[config.mk]
export PLATFORM = sky130hd
export DESIGN_NAME = regfile_wr_arbiter
export DESIGN_NICKNAME = d
export VERILOG_FILES = /design/src/rtl/regfile_wr_arb_pkg.sv /design/src/rtl/regfile_rr_arb2.sv /design/src/rtl/regfile_wr_arbiter.sv
export SDC_FILE = /design/constraint.sdc
export NUM_CORES = 1
export LEC_CHECK = 0
export CAP_MARGIN = 20
export CORE_AREA = 3 3 40 42
export CTS_BUF_LIST = sky130_fd_sc_hd__clkbuf_8 sky130_fd_sc_hd__clkbuf_16
export DETAILED_ROUTE_END_ITERATION = 16
export DIE_AREA = 0 0 43 45
export DONT_BUFFER_PORTS = 1
export PLACE_DENSITY = 0.61
export SYNTH_ARGS = -nofsm -noshare
export SYNTH_HDL_FRONTEND = slang
export SYNTH_SLANG_ARGS = --single-unit
[constraint.sdc]
create_clock -name UserCLK -period 2.34 [get_ports UserCLK]
set_clock_uncertainty 0.1 [all_clocks]
set_input_delay 0.702 -clock UserCLK [delete_from_list [all_inputs] [get_ports UserCLK]]
set_output_delay 0.702 -clock UserCLK [all_outputs]
set_load 0.05 [all_outputs]
[src/rtl/regfile_wr_arb_pkg.sv]
// Shared defaults and FSM state type for the register-file write arbiter.
// Imported by regfile_wr_arbiter and regfile_rr_arb2.
package regfile_wr_arb_pkg;
  localparam int DATA_W_DFLT = 4;
  localparam int ADDR_W_DFLT = 5;
  localparam int DEPTH_DFLT  = 32;

  typedef enum logic {
    ST_ARB   = 1'b0,
    ST_CLEAR = 1'b1
  } arb_state_t;

  localparam logic PTR_R0 = 1'b0;
  localparam logic PTR_R1 = 1'b1;
endpackage

[src/rtl/regfile_rr_arb2.sv]
// Two-way grant: one-hot grant from two requests, round-robin pointer or fixed R0 priority.
// Purely combinational; the pointer is owned by the caller.
module regfile_rr_arb2
  import regfile_wr_arb_pkg::*;
(
  input  logic [1:0] i_req,
  input  logic       i_fixed,
  input  logic       i_ptr,
  output logic [1:0] o_gnt
);

  always_comb begin
    o_gnt = i_req;
    if (i_req == 2'b11) begin
      if (i_fixed || (i_ptr == PTR_R0)) o_gnt = 2'b01;
      else                              o_gnt = 2'b10;
    end
  end

endmodule

[src/rtl/regfile_wr_arbiter.sv]
// Arbitrates two write requesters onto one registered register-file write port; 1-cycle latency.
// Macro REGFILE_WR_ARB_CLEAR_EN adds a DEPTH-entry zero-fill sweep (post-reset and on CLR_REQ).
module regfile_wr_arbiter
  import regfile_wr_arb_pkg::*;
#(
  parameter int DATA_W = DATA_W_DFLT,
  parameter int ADDR_W = ADDR_W_DFLT,
  parameter int DEPTH  = DEPTH_DFLT
) (
  input  logic              UserCLK,
  input  logic              UserRST_N,
  input  logic [DATA_W-1:0] R0_D,
  input  logic [ADDR_W-1:0] R0_ADR,
  input  logic              R0_VALID,
  output logic              R0_READY,
  input  logic [DATA_W-1:0] R1_D,
  input  logic [ADDR_W-1:0] R1_ADR,
  input  logic              R1_VALID,
  output logic              R1_READY,
  input  logic              CLR_REQ,
  output logic              CLR_BUSY,
  input  logic              ConfigBits,
  output logic [DATA_W-1:0] D,
  output logic [ADDR_W-1:0] W_ADR,
  output logic              W_en
);

  logic              r_ptr;
  logic              r_wen;
  logic [DATA_W-1:0] r_d;
  logic [ADDR_W-1:0] r_adr;
  logic [1:0]        w_gnt;
  logic              w_arb_en;
  logic              w_xfer0;
  logic              w_xfer1;
  logic              w_clr_wr;
  logic [ADDR_W-1:0] w_clr_adr;

  regfile_rr_arb2 u_arb (
    .i_req   ({R1_VALID, R0_VALID}),
    .i_fixed (ConfigBits),
    .i_ptr   (r_ptr),
    .o_gnt   (w_gnt)
  );

`ifdef REGFILE_WR_ARB_CLEAR_EN
  arb_state_t        r_state;
  arb_state_t        w_state_nxt;
  logic [ADDR_W-1:0] r_cnt;
  logic              w_sweep_last;

  assign w_sweep_last = (r_cnt == ADDR_W'(DEPTH - 1));

  always_ff @(posedge UserCLK or negedge UserRST_N) begin
    if (!UserRST_N) r_state <= ST_CLEAR;
    else            r_state <= w_state_nxt;
  end

  always_comb begin
    w_state_nxt = r_state;
    case (r_state)
      ST_ARB:   if (CLR_REQ)      w_state_nxt = ST_CLEAR;
      ST_CLEAR: if (w_sweep_last) w_state_nxt = ST_ARB;
    endcase
  end

  // Counter idles at zero in ARB so every sweep starts from entry 0.
  always_ff @(posedge UserCLK or negedge UserRST_N) begin
    if (!UserRST_N)                 r_cnt <= '0;
    else if (r_state != ST_CLEAR)   r_cnt <= '0;
    else if (w_sweep_last)          r_cnt <= '0;
    else                            r_cnt <= r_cnt + 1'b1;
  end

  assign w_arb_en  = (r_state == ST_ARB) && !CLR_REQ;
  assign CLR_BUSY  = (r_state == ST_CLEAR);
  assign w_clr_wr  = (r_state == ST_CLEAR);
  assign w_clr_adr = r_cnt;
`else
  logic w_unused_clr;
  assign w_unused_clr = CLR_REQ;
  assign w_arb_en     = 1'b1;
  assign CLR_BUSY     = 1'b0;
  assign w_clr_wr     = 1'b0;
  assign w_clr_adr    = '0;
`endif

  assign R0_READY = w_gnt[0] && w_arb_en;
  assign R1_READY = w_gnt[1] && w_arb_en;
  assign w_xfer0  = R0_VALID && R0_READY;
  assign w_xfer1  = R1_VALID && R1_READY;

  always_ff @(posedge UserCLK or negedge UserRST_N) begin
    if (!UserRST_N) begin
      r_wen <= 1'b0;
      r_d   <= '0;
      r_adr <= '0;
    end else if (w_xfer0) begin
      r_wen <= 1'b1;
      r_d   <= R0_D;
      r_adr <= R0_ADR;
    end else if (w_xfer1) begin
      r_wen <= 1'b1;
      r_d   <= R1_D;
      r_adr <= R1_ADR;
    end else if (w_clr_wr) begin
      r_wen <= 1'b1;
      r_d   <= '0;
      r_adr <= w_clr_adr;
    end else begin
      r_wen <= 1'b0;
    end
  end

  // Pointer names the requester favoured on the next contended cycle; frozen in fixed mode.
  always_ff @(posedge UserCLK or negedge UserRST_N) begin
    if (!UserRST_N)                 r_ptr <= PTR_R0;
    else if (!ConfigBits && w_xfer0) r_ptr <= PTR_R1;
    else if (!ConfigBits && w_xfer1) r_ptr <= PTR_R0;
  end

  assign W_en  = r_wen;
  assign D     = r_d;
  assign W_ADR = r_adr;

endmodule

==> metrics.yaml <==
worst_setup_path:
  critical_path_class: "primary input to primary output"
  critPathMaxFanout: 7
  r2r_cells: 3
  slowest_delay_ns: 0.26
  critical_path_required_ns: 1.54
  ff2ff_setup_slack_ns: 1.02
  crit_arrival_ns: 1.29
  crit_path_end_kind: "primary output"
  start_kind: "primary input"
  timing.rr.start: "r_ptr"
  r2r_end: "W_ADR[1]"
  crit_chain: "nand2b_1 > a21boi_2 > buf_12"
  slowest_stage: "a21boi_2"
synthesis:
  synthTopCellsByArea: "dfrtp_1 55%, a221o_1 18%, and2_1 11%, a21boi_2 2.2%, buf_6 2.2%"
  syn-mean-instance-area_sq_um: 12.5
  syn_area_sq_um: 502
  synth_seq_cells: 11
  yosysSeqAreaShare: 0.549
  yosysTopAreaCellShare: 0.549
  synth.most_common_cell: "dfrtp_1"
  synth-xor-area-share: 0
  synth-simple-area-share: 0.182
  synth_ff_type: "dfrtp_1"
  synth-async-reset-ratio: 1.00
  synth_nets: 64
  yosys-mux-area-fraction: 0
  synth-compound-area-share: 0.217
  yosys.area.top_type: "dfrtp_1"
  netlist_instances: 40
  ys_top_cells_by_count: "11 x dfrtp_1, 9 x a221o_1, 9 x and2_1"
  synth.distinct_cells: 14
  yosys_warnings: 0
  synth_top_family_by_area: "compound AO/OA/AOI/OAI gates"
  synth_adder_area_share: 0
  synth_edf_count: 0
die:
  die_h_microns: 45
  dieWidth_microns: 43
  rows: 13
  core_sq_um: 1280
  die-area_sq_um: 1940
  initial_utilization: 0.390
  pin_count: 37
power_and_ir_drop:
  sw_frac_of_total: 0.341
  p_int_uw: 358
  power_frac_seq: 0.546
  ir_drop_mv: 0.634
  combPwrFrac: 0.123
  p_clk_frac: 0.331
  switching_power_uw: 186
  leakage_uw: 0.000248
  p_per_area_nw_per_um2: 959
sta:
  worst_pin_slew_ns: 0.538
  setup_viol: 0
  min_period_ns: 2.10
  setup_tns_ns: 0
  maxSlewViolCount: 0
  grt_setup_unrepaired: "false"
  post-route-period-util: 0.896
  whs_ns: 0.0607
  clock.fmax_ghz: 0.477
  max_slew_margin: 0.640
  hold_viol: 0
  setup_slack_ns: 0.244
clock_network:
  h-tree-depth: 1
  cts.clk_slew.worst_paths_ns: 0.05
  clock_path_buffers: 2
  post_cts_resize_count: 0
  cts.sinks: 11
  cts_tree: "done"
  cts_setup_buffers: 0
  clk_latency_ns: 0.23
  cts-root-buf: "clkbuf_8"
  numCtsBuffers: 3
  ctsHoldBuffers: 0
routing:
  viasPerCell: 5.88
  drt-total-wl_microns: 1150
  drc: 0
  wl_met2_microns: 568
  vias: 341
  drtAntennaViolNets: 0
  drtIter0Drc: 2
  route.met3.wl_microns: 144
  wl_met1_microns: 434
  dr.pass1.iters: 2
  top_layer: "met4"
  wl_per_cell_microns: 19.9
global_routing:
  grt_remaining_overflow: 0
  grtUsageTotal: 0.134
  grt_pass1_vias: 384
  grt_max_degree: 12
  grt_pass1_wl_microns: 1820
  antenna_found_initial: 0
placement:
  dp_hpwl_microns: 926
  pre_cts_slack_ns: 0.234
  gp_congestion: 0.613
  port_buffers: 0
layout:
  finalNetCount: 68
  drive_gt1_frac: 0.163
  antenna_cells: 0
  post-route-util: 0.441
  areaGrowthSynthToFinish_pct: 13.0
worst_hold_path:
  hp-class: "primary input to asynchronous set/reset pin"
flow_run:
  maxCapViolCount: 0
outcome:
  status: "complete, no violations"
## critical path, delay by kind of cell
kind	cells	cell delay, ns
AOI/OAI and AO/OA	1	0.26
buffers and inverters	1	0.19
and+or+nand+nor	1	0.13
## flip-flops by register name (all words and copies together), names as in the netlist
name,count
W_ADR,5
D,4
W_en,1
r_ptr,1
## final cells by class
class	count	area (sq um)
clock buffers	3	41.3
repair buffers	1	20.0
flip-flops and latches	11	275
inverters	1	3.75
well taps	15	18.8
clock inverters	1	3.75
fillers	121	718
multi-input cells	26	204
## power by group through the flow
stage / clock network [uW] / registers (uW) / logic (uW)
after global placement: 0 / 299 / 64.9
final: 180 / 297 / 67.0
after CTS: 184 / 297 / 68.0
after floorplan: 0 / 295 / 57.6
after global routing: 199 / 300 / 73.5
after detailed placement: 0 / 300 / 67.9
## metal layers
layer	vias to the layer above	track usage
met1	160	0.141
met4	0	0.0181
met3	2	0.112
met5	-	0
met2	27	0.216
li1	152	-
## worst max path at each step
stage	startpoint	to	cells past startpoint	slack, ns
after global routing	ConfigBits	R1_READY	3	0.20
after floorplan	ConfigBits	R1_READY	2	0.05
after detailed placement	ConfigBits	R1_READY	3	0.23
after global placement	ConfigBits	R1_READY	3	0.25
after CTS	ConfigBits	R1_READY	3	0.23
final	ConfigBits	R1_READY	3	0.24
## stage by stage
| stage | std cells | area, sq um | total power (uW) |
|---|---|---|---|
| 2_1_floorplan | 40 | 502 | 352 |
| 3_3_place_gp | 54 | 522 | 364 |
| 3_5_place_dp | 54 | 522 | 368 |
| 4_1_cts | 58 | 567 | 549 |
| 5_1_grt | 58 | 567 | 572 |
| 6_report | 58 | 567 | 544 |
## cell usage in the layout (no fill, tap or decap), drive strengths merged
cell type  instances
buf                1
a21boi             1
inv                2
dfrtp             11
a221o              9
and2              10
clkbuf             3
nand3b             1
nor2               1
conb               1
and2b              1
nand2b             1
o21a               1
## cells by family (layout without fill, tap and decap cells)
group	count (synthesis)	in the layout
AO/OA/AOI/OAI	11	11
AND/OR/NAND/NOR	14	14
other	1	1
flip-flops	11	11
buffers and inverters	3	6
Power figures use the tool's default switching activity.
